--- src/rtl/mem_pkg.sv ---
// Shared constants for the load/store front end:
// RV32I funct3 codes, FSM state encoding, RAM geometry.
package mem_pkg;

  localparam int RAM_AW = 10;

  localparam logic [2:0] F3_B  = 3'b000;
  localparam logic [2:0] F3_H  = 3'b001;
  localparam logic [2:0] F3_W  = 3'b010;
  localparam logic [2:0] F3_BU = 3'b100;
  localparam logic [2:0] F3_HU = 3'b101;

  typedef enum logic [1:0] {
    S_IDLE  = 2'd0,
    S_READ  = 2'd1,
    S_WRITE = 2'd2,
    S_RESP  = 2'd3
  } state_t;

endpackage

--- src/rtl/load_align.sv ---
// Selects the addressed lane of a RAM word and
// sign- or zero-extends it according to funct3.
module load_align
  import mem_pkg::*;
(
  input  logic [31:0] word,
  input  logic [1:0]  addr,
  input  logic [2:0]  funct3,
  output logic [31:0] data
);

  logic [7:0]  lane_b;
  logic [15:0] lane_h;

  always_comb begin
    lane_b = word[{addr, 3'b000} +: 8];
    lane_h = word[{addr[1], 4'b0000} +: 16];
    data   = word;
    unique case (funct3)
      F3_B:    data = {{24{lane_b[7]}}, lane_b};
      F3_H:    data = {{16{lane_h[15]}}, lane_h};
      F3_BU:   data = {24'd0, lane_b};
      F3_HU:   data = {16'd0, lane_h};
      default: data = word;
    endcase
  end

endmodule

--- src/rtl/mem_access_unit.sv ---
// RV32I load/store front end to a 1024x32 word RAM;
// sub-word stores are done as read-modify-write.
module mem_access_unit
  import mem_pkg::*;
(
  input  logic              CLK,
  input  logic              RESET,
  input  logic              REQ_VALID,
  output logic              REQ_READY,
  input  logic              REQ_WRITE,
  input  logic [2:0]        REQ_FUNCT3,
  input  logic [31:0]       REQ_ADDR,
  input  logic [31:0]       REQ_WDATA,
  output logic              RESP_VALID,
  output logic [31:0]       RESP_RDATA,
  output logic              RESP_FAULT,
  output logic [RAM_AW-1:0] RAM_ADDRESS,
  output logic [31:0]       RAM_DATA_IN,
  output logic              RAM_WRITE_ENABLE,
  input  logic [31:0]       RAM_DATA_OUT
);

  state_t      state;
  logic        write_q;
  logic        fault_q;
  logic [2:0]  f3_q;
  logic [11:0] addr_q;
  logic [31:0] wdata_q;
  logic [31:0] word_q;
  logic [31:0] merged;
  logic [31:0] aligned;
  logic        fault;
  logic        sub_word;
  logic        unused_hi;

  // upper address bits alias onto the 4 KiB RAM
  assign unused_hi = ^REQ_ADDR[31:12];

  always_comb begin
    fault = 1'b0;
    unique case (REQ_FUNCT3)
      F3_B:    fault = 1'b0;
      F3_H:    fault = REQ_ADDR[0];
      F3_W:    fault = |REQ_ADDR[1:0];
      F3_BU:   fault = REQ_WRITE;
      F3_HU:   fault = REQ_WRITE | REQ_ADDR[0];
      default: fault = 1'b1;
    endcase
  end

  assign sub_word = (REQ_FUNCT3 == F3_B)
                  | (REQ_FUNCT3 == F3_H);

  always_ff @(posedge CLK) begin
    if (RESET) begin
      state   <= S_IDLE;
      write_q <= 1'b0;
      fault_q <= 1'b0;
      f3_q    <= 3'd0;
      addr_q  <= 12'd0;
      wdata_q <= 32'd0;
      word_q  <= 32'd0;
    end else begin
      unique case (state)
        S_IDLE: if (REQ_VALID) begin
          write_q <= REQ_WRITE;
          fault_q <= fault;
          f3_q    <= REQ_FUNCT3;
          addr_q  <= REQ_ADDR[11:0];
          wdata_q <= REQ_WDATA;
          if (fault)
            state <= S_RESP;
          else if (!REQ_WRITE || sub_word)
            state <= S_READ;
          else
            state <= S_WRITE;
        end
        S_READ: begin
          word_q <= RAM_DATA_OUT;
          state  <= write_q ? S_WRITE : S_RESP;
        end
        S_WRITE: state <= S_RESP;
        default: state <= S_IDLE;
      endcase
    end
  end

  always_comb begin
    merged = wdata_q;
    if (f3_q == F3_B) begin
      merged = word_q;
      merged[{addr_q[1:0], 3'b000} +: 8] = wdata_q[7:0];
    end else if (f3_q == F3_H) begin
      merged = word_q;
      merged[{addr_q[1], 4'b0000} +: 16] = wdata_q[15:0];
    end
  end

  load_align u_align (
    .word   (word_q),
    .addr   (addr_q[1:0]),
    .funct3 (f3_q),
    .data   (aligned)
  );

  assign REQ_READY  = (state == S_IDLE);
  assign RESP_VALID = (state == S_RESP);
  assign RESP_FAULT = RESP_VALID & fault_q;
  assign RESP_RDATA = (RESP_VALID & ~write_q & ~fault_q)
                    ? aligned : 32'd0;

  assign RAM_ADDRESS      = addr_q[11:2];
  assign RAM_DATA_IN      = (state == S_WRITE) ? merged : 32'd0;
  assign RAM_WRITE_ENABLE = (state == S_WRITE) & ~RESET;

endmodule

--- config.mk ---
export PLATFORM = sky130hd
export DESIGN_NAME = mem_access_unit
export DESIGN_NICKNAME = d
export VERILOG_FILES = /design/src/rtl/mem_pkg.sv /design/src/rtl/load_align.sv /design/src/rtl/mem_access_unit.sv
export SDC_FILE = /design/constraint.sdc
export NUM_CORES = 1
export LEC_CHECK = 0
export CORE_MARGIN = 2
export CORE_UTILIZATION = 30
export DETAILED_ROUTE_END_ITERATION = 10
export GPL_TIMING_DRIVEN = 0
export PLACE_DENSITY_LB_ADDON = 0.12
export SETUP_SLACK_MARGIN = 0.15
export SLEW_MARGIN = 20
export SYNTH_ARGS = -nofsm -noshare
export SYNTH_HDL_FRONTEND = slang
export SYNTH_SLANG_ARGS = --single-unit
--- constraint.sdc ---
create_clock -name CLK -period 6.5 [get_ports CLK]
set_input_delay 1.95 -clock CLK [delete_from_list [all_inputs] [get_ports CLK]]
set_output_delay 1.95 -clock CLK [all_outputs]
set_load 0.05 [all_outputs]
==> flow_summary_export.csv <==
group,metric,value,unit
status,status,"complete, no violations",
clock_network,post_cts_buffers,0,
clock_network,clk_latency,0.35,ns
power,p_sw,1.22,mW
finish,insertedDiodeCount,0,
synthesis,ys_types,43,
synthesis,synth_edf_count,0,
drt,route.detailed.wl_per_inst,19.3,um
synthesis,synthCells,645,
setup_path,cp_max_fo,10,
setup_path,worst_setup_path_start_kind,"flop",
clock_network,path_clk_slew,0.07,ns
finish,ff_latch_area,1660,um2
grt,grt_pass1_vias,5430,
synthesis,netlist_area,4940,um2
synthesis,avgSynthCellArea,7.66,um2
synthesis,synth_nets,757,
power,combPwrFrac,0.501,
power,seqPwrFrac,0.296,
setup_path,slowest_stage,"clkdlybuf4s50_1",
place,dp_slack,1.14,ns
power,p_int,1.44,mW
place,place_congestion,0.902,
floorplanning,ios,181,
timing,skew,0.00891,ns
grt,grt_usage,0.224,
setup_path,cp_common_cell,"clkbuf_1",
synthesis,synth.yosys.seq_area_share,0.336,
setup_path,critPathLaunch,"addr_q[0]",
finish,multi_input_area,2950,um2
place,place_area,6800,um2
setup_path,cp_slowest_stage_delay,0.83,ns
setup_path,crit_type,"reg -> out",
timing,finalHoldViolCount,0,
setup_path,cp_data_arrival_time,3.73,ns
worst_hold_path,hold_class,"reg -> reg",
clock_network,postCtsResizedCells,0,
timing,drv_slew,0,
timing,finalCritPeriodShare,0.874,
clock_network,cts_tree,"done",
place,dp.final_hpwl,15.6,mm
power,p_leak,2.62,nW
grt,overflow,0,
finish,postLayoutCoreUtil,0.445,
clock_network,hold_buffers,0,
setup_path,crit_path_end_kind,"output port",
setup_path,cp_top_family,"buffers and inverters",
floorplanning,initial_core_util,0.309,
timing,rsz0062_at_grt,"no",
setup_path,worstPathRequired,4.55,ns
drt,vias_per_cell,5.31,
worst_hold_path,min_from,"wdata_q[28]",
timing,setup_viol,0,
floorplanning,fp.dieArea,17500,um2
timing,timing.hold.ws,0.455,ns
floorplanning,core_area,16000,um2
setup_path,worstReg2RegStart,"state[1]",
synthesis,yosys_warnings,0,
finish,nFillCells,1671,
power,max-vdd-ir-drop,0.181,mV
synthesis,synth_top_area_frac,0.336,
grt,grt_max_degree,15,
power,swShare,0.458,
clock_network,cts_buffers,9,
timing,fmax,0.176,GHz
synthesis,synth_seq_cells,83,
power,p_clk_frac,0.203,
synthesis,synth_top_area_cell,"dfxtp_1",
drt,drtAntennaViolNets,0,
power,power_density,374,nW/um2
timing,tightest_slew,0.835,ns
timing,slew_headroom,0.442,
floorplanning,die_x,132,um
clock_network,clockBufferDepth,2,
floorplanning,die_y,132,um
floorplanning,rows,46,
setup_path,path_buf_inv,4,
timing,min_period,5.68,ns
synthesis,ys_top_cells_by_area,"dfxtp_1 (34%), nand2_1 (11%), mux2i_1 (9.9%), a21oi_1 (7.8%), nor2_1 (4.0%)",
finish,drive_gt1_frac,0.0524,
clock_network,cts.sinks,83,
setup_path,worstPathCellList,"clkbuf_1 > inv_1 > ha_1 > nor4bb_1 > clkbuf_1 > a221o_1 > nand2_1 > a21oi_1 > clkdlybuf4s50_1",
drt,finalWirelength,20.0,mm
timing,finalSetupTns,0,ns
clock_network,cts_max_level,3,
drt,first_iter_violations,330,
grt,grt_first_pass_wirelength,30.5,mm
drt,vias,5506,
synthesis,ys.flop_type,"dfxtp_1",
finish,nets,927,
clock_network,cts_root_buffer,"clkbuf_16",
finish,areaGrowthSynthToFinish,44.0,%
grt,antenna_found_initial,0,
synthesis,synth-async-reset-ratio,0,
timing,setup_ws,0.818,ns
flow_run,cap_viol_max_count,0,
drt,drc,0,
finish,final_area,7120,um2
drt,first_pass_iters,6,
place,placement.io_buffers,159,
## cell usage in the layout, fill, tap and decap left out, types with 4 or more instances in the layout
cell and count:
a21o_1 16, a21oi_1 77, a221o_1 16, a221oi_1 15, a31oi_1 4, buf_1 14, buf_4 10, clkbuf_1 36
clkbuf_16 9, clkdlybuf4s50_1 159, dfxtp_1 83, ha_1 9, inv_1 10, mux2_2 6, mux2i_1 49, nand2_1 146
nor2_1 53, o211a_1 7, o21ai_0 26, o221ai_1 15, o22ai_1 12
## area by class of cell
type	instances	share of cell area
clock buffers	11	0.0355
plain buffers	64	0.0406
inverters	11	0.00580
flip-flops and latches	83	0.234
clock inverters	5	0.00844
well taps	216	0.0380
multi-input cells	487	0.414
repair buffers	159	0.224
## path summary, 6_finish.rpt
check                                  endpoint  slack (ns)  cells past startpoint
worst max register to register       word_q[20]        4.36                      6
worst min-delay path                wdata_q[28]        0.46                      2
worst min register to register      wdata_q[28]        0.46                      2
worst max-delay path            RAM_DATA_IN[16]        0.82                      9
## layer usage
| metal | track usage | share of wire | vias to the layer above |
|---|---|---|---|
| li1 | - | - | 2628 |
| met1 | 0.289 | 0.44 | 2625 |
| met4 | 0.0597 | 0.013 | 0 |
| met2 | 0.372 | 0.47 | 236 |
| met5 | 0 | 0 | - |
| met3 | 0.0550 | 0.078 | 17 |
## registers in the layout, summed over array words and instances, names as in the netlist
| register | cells |
|---|---|
| wdata_q | 32 |
| fault_q | 1 |
| addr_q | 12 |
| f3_q | 3 |
| word_q | 32 |
| write_q | 1 |
| state | 2 |
## per-stage QoR
step           total power [mW]  cells
2_1_floorplan              1.65    645
3_3_place_gp               2.09   1020
3_5_place_dp               2.11   1020
4_1_cts                    2.66   1036
5_1_grt                    2.80   1036
6_report                   2.66   1036
## synthesized netlist by cell type, drive strengths merged, types with 10 or more instances
cell	number
o22ai	12
a221o	16
nand2	146
mux2i	49
a21o	16
dfxtp	83
clkbuf	36
nor2	53
a221oi	15
a21oi	77
buf	28
o221ai	15
o21ai	26
inv	10
## cells by family (layout without fill, tap and decap cells)
logic type,after synthesis,count (layout),synth area share
multiplexers,55,55,0.113
AO/OA/AOI/OAI,199,199,0.273
AND/OR/NAND/NOR,224,224,0.188
buffers and inverters,75,250,0.0669
flip-flops,83,83,0.336
adder cells (fa/ha/maj),9,9,0.0228
## worst register-to-register path, delay by kind of cell, from the launching register on
kind,cells,cell delay [ns]
buf+inv,3,1.08
mux,1,0.39
fa+ha+maj,1,0.14
simple gates,1,0.06
flops,1,0.34
## power groups by stage
| stage | logic [mW] | clock network [mW] | registers (mW) |
|---|---|---|---|
| 2_1_floorplan | 0.939 | 0 | 0.711 |
| 3_3_place_gp | 1.30 | 0 | 0.788 |
| 3_5_place_dp | 1.32 | 0 | 0.793 |
| 4_1_cts | 1.33 | 0.549 | 0.782 |
| 5_1_grt | 1.43 | 0.569 | 0.800 |
| 6_report | 1.33 | 0.538 | 0.788 |
(Power assumes the default switching activity.)
